File: src/rtl/btb_update_ctrl_if.sv
// rtl/btb_update_ctrl_if.sv - update handshake and BTB write port bundle
interface btb_update_ctrl_if;
  logic       upd_valid;
  logic       upd_ready;
  logic [7:0] upd_pc;
  logic       upd_taken;
  logic [7:0] upd_target;
  logic       wr_en;
  logic [2:0] wr_index;
  logic       wr_clear;
  logic [7:0] wr_pc;
  logic       wr_taken;
  logic [7:0] wr_target;

  modport master (
    output upd_valid, upd_pc, upd_taken, upd_target,
    input  upd_ready, wr_en, wr_index, wr_clear, wr_pc, wr_taken, wr_target
  );

  modport slave (
    input  upd_valid, upd_pc, upd_taken, upd_target,
    output upd_ready, wr_en, wr_index, wr_clear, wr_pc, wr_taken, wr_target
  );
endinterface

File: src/rtl/btb_update_ctrl.sv
// rtl/btb_update_ctrl.sv - BTB update queue with full-table invalidate sequencer
module btb_update_ctrl #(
  parameter int DEPTH = 4,
  parameter int SETS  = 8
) (
  input  logic             clk,
  input  logic             rst,
  btb_update_ctrl_if.slave bus,
  input  logic             inv_req,
  input  logic             memory_stall,
  output logic             inv_busy,
  output logic [2:0]       count
);
  localparam int         AW       = (DEPTH > 1) ? $clog2(DEPTH) : 1;
  localparam logic [2:0] DEPTH_C  = 3'(DEPTH);
  localparam logic [2:0] LAST_SET = 3'(SETS - 1);

  typedef enum logic {ST_CLEAR = 1'b0, ST_RUN = 1'b1} state_t;

  state_t        state;
  state_t        state_nx;
  logic [2:0]    clr_idx;
  logic [AW-1:0] head;
  logic [AW-1:0] tail;
  logic [2:0]    cnt;
  logic          push;
  logic          pop;

  logic [7:0]    q_pc     [DEPTH];
  logic          q_taken  [DEPTH];
  logic [7:0]    q_target [DEPTH];

  assign push  = bus.upd_valid & bus.upd_ready;
  assign pop   = bus.wr_en & (state == ST_RUN);
  assign count = cnt;

  always_ff @(posedge clk) begin
    if (rst) begin
      state <= ST_CLEAR;
    end else begin
      state <= state_nx;
    end
  end

  always_comb begin
    state_nx = state;
    case (state)
      ST_CLEAR: if (!memory_stall && (clr_idx == LAST_SET)) state_nx = ST_RUN;
      ST_RUN:   if (inv_req) state_nx = ST_CLEAR;
      default:  state_nx = ST_CLEAR;
    endcase
  end

  always_comb begin
    bus.upd_ready = 1'b0;
    inv_busy      = 1'b0;
    bus.wr_en     = 1'b0;
    bus.wr_clear  = 1'b0;
    bus.wr_index  = 3'd0;
    bus.wr_pc     = 8'd0;
    bus.wr_taken  = 1'b0;
    bus.wr_target = 8'd0;
    case (state)
      ST_CLEAR: begin
        inv_busy     = 1'b1;
        bus.wr_clear = 1'b1;
        bus.wr_en    = !memory_stall;
        bus.wr_index = clr_idx;
      end
      ST_RUN: begin
        // An invalidate request wins over both accepting and issuing this cycle.
        bus.upd_ready = (cnt < DEPTH_C) && !inv_req;
        bus.wr_index  = q_pc[head][4:2];
        if ((cnt != 3'd0) && !memory_stall && !inv_req) begin
          bus.wr_en     = 1'b1;
          bus.wr_pc     = q_pc[head];
          bus.wr_taken  = q_taken[head];
          bus.wr_target = q_target[head];
        end
      end
      default: ;
    endcase
  end

  always_ff @(posedge clk) begin
    if (rst) begin
      clr_idx <= 3'd0;
      head    <= '0;
      tail    <= '0;
      cnt     <= 3'd0;
    end else if (state == ST_CLEAR) begin
      if (!memory_stall) clr_idx <= (clr_idx == LAST_SET) ? 3'd0 : clr_idx + 3'd1;
    end else if (inv_req) begin
      clr_idx <= 3'd0;
      head    <= '0;
      tail    <= '0;
      cnt     <= 3'd0;
    end else begin
      if (push) tail <= tail + AW'(1);
      if (pop)  head <= head + AW'(1);
      if (push && !pop)      cnt <= cnt + 3'd1;
      else if (pop && !push) cnt <= cnt - 3'd1;
    end
  end

  // Storage needs no reset: occupancy and pointers alone define what is valid.
  always_ff @(posedge clk) begin
    if (push) begin
      q_pc[tail]     <= bus.upd_pc;
      q_taken[tail]  <= bus.upd_taken;
      q_target[tail] <= bus.upd_target;
    end
  end
endmodule

File: src/flat_wrapper.sv
// flat-port wrapper written by rule: the top's interface ports become plain ports
module btb_update_ctrl_flat 
#(
  parameter int DEPTH = 4,
  parameter int SETS  = 8
)
  (clk, rst, inv_req, memory_stall, inv_busy, count, bus_upd_valid, bus_upd_pc, bus_upd_taken, bus_upd_target, bus_upd_ready, bus_wr_en, bus_wr_index, bus_wr_clear, bus_wr_pc, bus_wr_taken, bus_wr_target);
  btb_update_ctrl_if bus_i ();
  input  logic clk;
  input  logic rst;
  input  logic inv_req;
  input  logic memory_stall;
  output logic inv_busy;
  output logic [2:0] count;
  input wire logic [$bits(bus_i.upd_valid)-1:0] bus_upd_valid;
  input wire logic [$bits(bus_i.upd_pc)-1:0] bus_upd_pc;
  input wire logic [$bits(bus_i.upd_taken)-1:0] bus_upd_taken;
  input wire logic [$bits(bus_i.upd_target)-1:0] bus_upd_target;
  output wire logic [$bits(bus_i.upd_ready)-1:0] bus_upd_ready;
  output wire logic [$bits(bus_i.wr_en)-1:0] bus_wr_en;
  output wire logic [$bits(bus_i.wr_index)-1:0] bus_wr_index;
  output wire logic [$bits(bus_i.wr_clear)-1:0] bus_wr_clear;
  output wire logic [$bits(bus_i.wr_pc)-1:0] bus_wr_pc;
  output wire logic [$bits(bus_i.wr_taken)-1:0] bus_wr_taken;
  output wire logic [$bits(bus_i.wr_target)-1:0] bus_wr_target;
  assign bus_i.upd_valid = bus_upd_valid;
  assign bus_i.upd_pc = bus_upd_pc;
  assign bus_i.upd_taken = bus_upd_taken;
  assign bus_i.upd_target = bus_upd_target;
  assign bus_upd_ready = bus_i.upd_ready;
  assign bus_wr_en = bus_i.wr_en;
  assign bus_wr_index = bus_i.wr_index;
  assign bus_wr_clear = bus_i.wr_clear;
  assign bus_wr_pc = bus_i.wr_pc;
  assign bus_wr_taken = bus_i.wr_taken;
  assign bus_wr_target = bus_i.wr_target;
  btb_update_ctrl #(.DEPTH(DEPTH), .SETS(SETS)) u_core (.clk(clk), .rst(rst), .bus(bus_i), .inv_req(inv_req), .memory_stall(memory_stall), .inv_busy(inv_busy), .count(count));
endmodule
File: config.mk
export PLATFORM = sky130hd
export DESIGN_NAME = btb_update_ctrl_flat
export DESIGN_NICKNAME = d
export VERILOG_FILES = /design/src/rtl/btb_update_ctrl_if.sv /design/src/rtl/btb_update_ctrl.sv /design/src/flat_wrapper.sv
export SDC_FILE = /design/constraint.sdc
export NUM_CORES = 1
export LEC_CHECK = 0
export ABC_AREA = 1
export CAP_MARGIN = 25
export CORE_MARGIN = 2
export CORE_UTILIZATION = 50
export DETAILED_ROUTE_END_ITERATION = 8
export GPL_ROUTABILITY_DRIVEN = 0
export PLACE_DENSITY = 0.81
export SYNTH_ARGS = -nofsm -noshare
export SYNTH_HDL_FRONTEND = slang
export SYNTH_SLANG_ARGS = --single-unit
File: constraint.sdc
create_clock -name clk -period 3 [get_ports clk]
set_input_delay 0.6 -clock clk [delete_from_list [all_inputs] [get_ports clk]]
set_output_delay 0.6 -clock clk [all_outputs]
set_load 0.1 [all_outputs]
---- Yosys cells after proc, flatten, opt, wreduce, memory -nomap -nowiden ----
Memories as Yosys holds them, arrays and structs flattened. A register that Yosys moved wholly into a read port is not among the register bits.
Cells that the tools add are included.
operators by class
  add/sub/neg operators ................... 5
  $lt $le $gt $ge ......................... 1
  equality and inequality tests ........... 3
  mux-type cells .......................... 33
  bitwise operators ....................... 3
  reduce and logical (&&, ||, !) cells .... 18
operator list
  operator                                           count
  two-way mux 8 bit                                  4
  two-way mux 3 bit                                  7
  two-way mux 2 bit                                  10
  two-way mux 1 bit                                  9
  AND reduction 2 bit                                4
  adder 3 x 1 -> 3 bit (second input constant)       2
  logical AND 1 bit                                  6
  case mux 3 bit (2 select lines)                    1
  nonzero test 3 bit                                 2
  adder 2 x 1 -> 2 bit (second input constant)       2
  zero test 1 bit                                    4
  case mux 1 bit (2 select lines)                    2
  nonzero test 2 bit                                 2
  == test 3 bit (second input constant)              1
  < comparator 3 bit (second input constant)         1
  subtractor 3 x 1 -> 3 bit (second input constant)  1
  bitwise AND 1 bit                                  2
  != test 2 x 1 -> 1 bit (second input constant)     1
  != test 2 bit (second input constant)              1
  NOT 1 bit                                          1
storage, ports and cells
  register bits after elaboration ......... 11
  memory bits (writable) .................. 68
  input bits .............................. 22
  output and inout port bits .............. 27
  word-level logic and storage cells ...... 71
  memories ................................ 3
memory list
  memory           depth  width  rd ports  clocked after Yosys merged registers in  write ports  RTL line               RTL
  u_core.q_pc      4      8      1         1                                        1            btb_update_ctrl.sv:29  logic [7:0] q_pc [DEPTH];
  u_core.q_target  4      8      1         1                                        1            btb_update_ctrl.sv:31  logic [7:0] q_target [DEPTH];
  u_core.q_taken   4      1      1         1                                        1            btb_update_ctrl.sv:30  logic q_taken [DEPTH];

---- Logic depth before layout (Yosys ltp) ----
  depth after elaboration ................. 10
  gate-level depth with buffers ........... 10
  gate-level depth less buffers ........... 10

---- Least setup slack after synthesis ----
Ideal clock, no wire load.
  path type ............................... reg-to-output
  from .................................... register u_core.cnt[1], in the netlist u_core.count[1]
  to ...................................... output bus_wr_target[0]
  arrival ................................. 3.195 ns
  path slack .............................. -0.795 ns
  stages on the path, launching flop included .. 7
  cells stage by stage .................... dfxtp_1 > inv_1 > nand2_1 > nand3_2 > buf_2 > buf_2 > a21oi_1
on the way
  word-level cells in the longest chain between the ends .. 5
RTL lines
  element                          RTL line                RTL
  start: declaration               btb_update_ctrl.sv:25   logic [2:0] cnt;
  start signal: assignment         btb_update_ctrl.sv:101  if (push && !pop) cnt <= cnt + 3'd1;
  start signal: assignment         btb_update_ctrl.sv:102  else if (pop && !push) cnt <= cnt - 3'd1;
  nonzero test 3 bit               btb_update_ctrl.sv:74   if ((cnt != 3'd0) && !memory_stall && !inv_req) begin
  logical AND 1 bit (2 in series)  btb_update_ctrl.sv:74
  two-way mux 8 bit                btb_update_ctrl.sv:74
  two-way mux 8 bit                btb_update_ctrl.sv:63   case (state)
  end: declaration                 flat_wrapper.sv:25      output wire logic [$bits(bus_i.wr_target)-1:0] bus_wr_target;
Every way passes these cells.

---- Worst setup path after layout ----
  from .................................... input inv_req
  to ...................................... output bus_wr_pc[5]
on the way
  word-level cells in the longest chain between the ends .. 4
RTL lines
  element             RTL line               RTL
  start: declaration  flat_wrapper.sv:11     input logic inv_req;
  zero test 1 bit     btb_update_ctrl.sv:74
  logical AND 1 bit   btb_update_ctrl.sv:74
  two-way mux 8 bit   btb_update_ctrl.sv:74
  two-way mux 8 bit   btb_update_ctrl.sv:63
  end: declaration    flat_wrapper.sv:23     output wire logic [$bits(bus_i.wr_pc)-1:0] bus_wr_pc;
Every way passes these cells.

==> qor.csv <==
stage,metric,value,unit
power,sw power,0.447,mW
drt,drt wl/cell,15.3,um
drt,1st-iter DRT viols,163,
clock_tree,"Reg clk slew, reported paths",0.07,ns
yosys,post-synthesis sequential element count,81,
critical_path,Setup CP Type,in -> out,
critical_path,data required time of the worst path,2.40,ns
clock_tree,Max H-tree Level,3,
sta,Final setup viols,0,
floorplanning,Die H,86.2,um
power,PnR Total Power,2.00,mW
critical_path,"most used cell, CP",buf_12,
sta,part of the cycle the worst path needs,91.4,%
run,MaxCap Viol Count,0,
clock_tree,Bufs on Longest Clock Path,2,
sta,Max Clock Skew,0.00886,ns
global_routing,first-pass GRT wire length,11000,um
sta,Max-slew headroom,65.6,%
yosys,Post-Syn Nets,330,
clock_tree,Clock Latency Late Sink,0.35,ns
sta,fin worst setup slack,0.258,ns
layout,Layout area overhead,32.3,%
clock_tree,Clock Sinks,81,
min_path,Worst Hold Launch,u_core.head[1],
layout,fin util,69.2,%
global_routing,vias in the first global route,2342,
floorplanning,Starting Density,52.3,%
clock_tree,Clock Tree Root,clkbuf_8,
layout,nets,386,
global_routing,GRT Total Usage,19.8,%
power,Seq pwr share,60.9,%
layout,share of cells above drive strength 1,22.4,%
power,Clk pwr share,34.7,%
clock_tree,CTS tree,yes,
sta,Achievable Freq,365,MHz
drt,final wirelength,6720,um
layout,Filler Cell Count,437,
drt,antenna-violating nets left,0,
min_path,hold path cells,1,
global_routing,global route total overflow,0,
layout,"commonest non-fill, non-tap cell in the layout",edfxtp_1,
critical_path,CP max stage cell,clkdlybuf4s50_1,
power,peak supply drop,0.000387,V
global_routing,pin count of the biggest net entering global routing,35,
layout,ANT cells,0,
yosys,Async SR Flop Fraction,0,%
min_path,Hold WC Path Type,reg -> reg,
clock_tree,# hold bufs at CTS,0,
critical_path,biggest cell delay along the critical path,0.44,ns
critical_path,worst r2r src,u_core.count[1],
critical_path,Setup crit end kind,primary output,
floorplanning,chip width,86.2,um
critical_path,Reg-to-Reg End,u_core.count[2],
run_status,status,"complete, no violations",
yosys,Synth Instances,301,
sta,minimum clock period,2.74,ns
drt,DR vias,2305,
sta,final slew viol count,0,
layout,"commonest non-fill, non-tap cells in the layout","68 x edfxtp_1, 67 x nor2_1, 31 x o21ai_0",
floorplanning,Core Box Area,6460,um^2
power,Comb pwr share,4.4,%
yosys,Synth Cell Area,3380,um^2
yosys,"EDFF count, synth",68,
yosys,"Primary FF master, synth",edfxtp_1,
power,Leak,1.60,nW
drt,DRC viols,0,
placed_design,Port Buffer Count,48,
drt,first-pass iteration count of the detailed router,4,
placed_design,placed wire-length estimate,4300,um
clock_tree,TritonCTS Buffers,9,
floorplanning,full die area,7430,um^2
critical_path,worst path cell trace,clkdlybuf4s50_1 -> nor2_1 -> nand3_2 -> buf_12 -> a21oi_1 -> buf_12,
critical_path,Worst Reg-to-Reg Cells,10,
yosys,post-synthesis cell type count,26,
floorplanning,I/O pin total,49,
layout,register area,2300,um^2
critical_path,worst-path fanout max,17,
critical_path,CP Data Arrival Time,2.14,ns
yosys,post-synthesis sequential area ratio,68.1,%
power,Pwr Density,448,nW/um^2
drt,Via density,5.25,
global_routing,antenna violations before repair,0,
layout,area of the multi-input gates,1020,um^2
yosys,Ys Warns,0,
placed_design,pre-CTS WS,0.251,ns
sta,Setup TNS,0,ns
clock_tree,post-cts gate resize count,3,
power,Sw Ratio,22.3,%
sta,hold slack final,0.462,ns
sta,final hold vios,0,
power,P_int,1.56,mW
clock_tree,post-CTS setup repair buffer count,0,
sta,worst-margin pin slew,0.515,ns
critical_path,startpoint type of the worst setup path,input port,
floorplanning,Cell Rows,29,
yosys,Mapped Avg Cell Area,11.2,um^2
sta,RSZ-0062 raised after global routing,false,
critical_path,r2r setup slk,1.24,ns
through the flow:
stage | cells | cell area [um^2]
6_report | 439 | 4470
5_1_grt | 439 | 4470
4_1_cts | 439 | 4470
3_5_place_dp | 422 | 4290
3_3_place_gp | 422 | 4290
2_1_floorplan | 301 | 3480
metal layers:
metal	part of all wire (%)	up-vias	global-route usage (%)
met5	0	-	0
met4	2.2	0	11.6
met3	4.2	10	3.43
met2	52	51	32.8
met1	42	1100	24.5
li1	-	1144	-
area by class of cell:
cell class | count | share of cell area [%]
flip-flops and latches | 81 | 51.5
multi-input cells | 182 | 22.9
repair buffers | 58 | 17.4
clock buffers | 9 | 2.77
well taps | 77 | 2.16
inverters | 24 | 2.10
clock inverters | 7 | 1.04
repair inverters | 1 | 0.168
cell families (layout without fill, tap and decap cells):
kind of cell | count (synthesis) | count (layout) | share of synthesized area, %
AO/OA/AOI/OAI | 66 | 66 | 10.8
adder cells (fa/ha/maj) | 7 | 7 | 2.81
buffers and inverters | 38 | 99 | 4.70
flip-flops | 81 | 81 | 68.1
AND/OR/NAND/NOR | 109 | 109 | 13.6
how the worst max path moves through the flow:
stage / to / start / slack [ns] / depth (start not counted)
5_1_grt: bus_wr_pc[5] / inv_req / 0.16 / 6
3_3_place_gp: bus_wr_pc[5] / inv_req / 0.31 / 6
4_1_cts: bus_wr_pc[5] / inv_req / 0.25 / 6
6_report: bus_wr_pc[5] / inv_req / 0.26 / 6
2_1_floorplan: bus_wr_pc[0] / u_core.count[1] / -0.63 / 5
3_5_place_dp: bus_wr_pc[5] / inv_req / 0.25 / 6
synthesized netlist by cell type (4+ instances only):
library cell	count	area share, %
nor2_1	70	7.8
edfxtp_1	68	60
o21ai_0	31	4.6
nand2_1	26	2.9
a21oi_1	23	3.4
inv_1	21	2.3
dfxtp_1	13	7.7
buf_2	7	1.0
ha_1	6	2.2
clkbuf_1	4	0.44
nand3_1	4	0.59
power groups by stage:
| stage | combinational, mW | clock [mW] | sequential [mW] |
|---|---|---|---|
| finish | 0.0881 | 0.695 | 1.22 |
| global route | 0.0938 | 0.746 | 1.22 |
| CTS | 0.0883 | 0.702 | 1.22 |
| detailed placement | 0.0876 | 0 | 1.25 |
| global placement | 0.0859 | 0 | 1.25 |
| floorplan | 0.0347 | 0 | 1.25 |
flip-flops by register name, summed over array words and instances (netlist names), named ones only:
register         cells
u_core.q_pc         32
u_core.q_target     32
u_core.q_taken       4
u_core.clr_idx       3
u_core.count         3
u_core.head          2
u_core.tail          2
u_core.state         1
worst max-delay path, delay by kind of cell:
| kind | cells | cell delay [ns] |
|---|---|---|
| buffers and inverters | 3 | 0.89 |
| and+or+nand+nor | 2 | 0.40 |
| AOI/OAI and AO/OA | 1 | 0.24 |
Note: power is estimated with default switching activity, not from simulation.
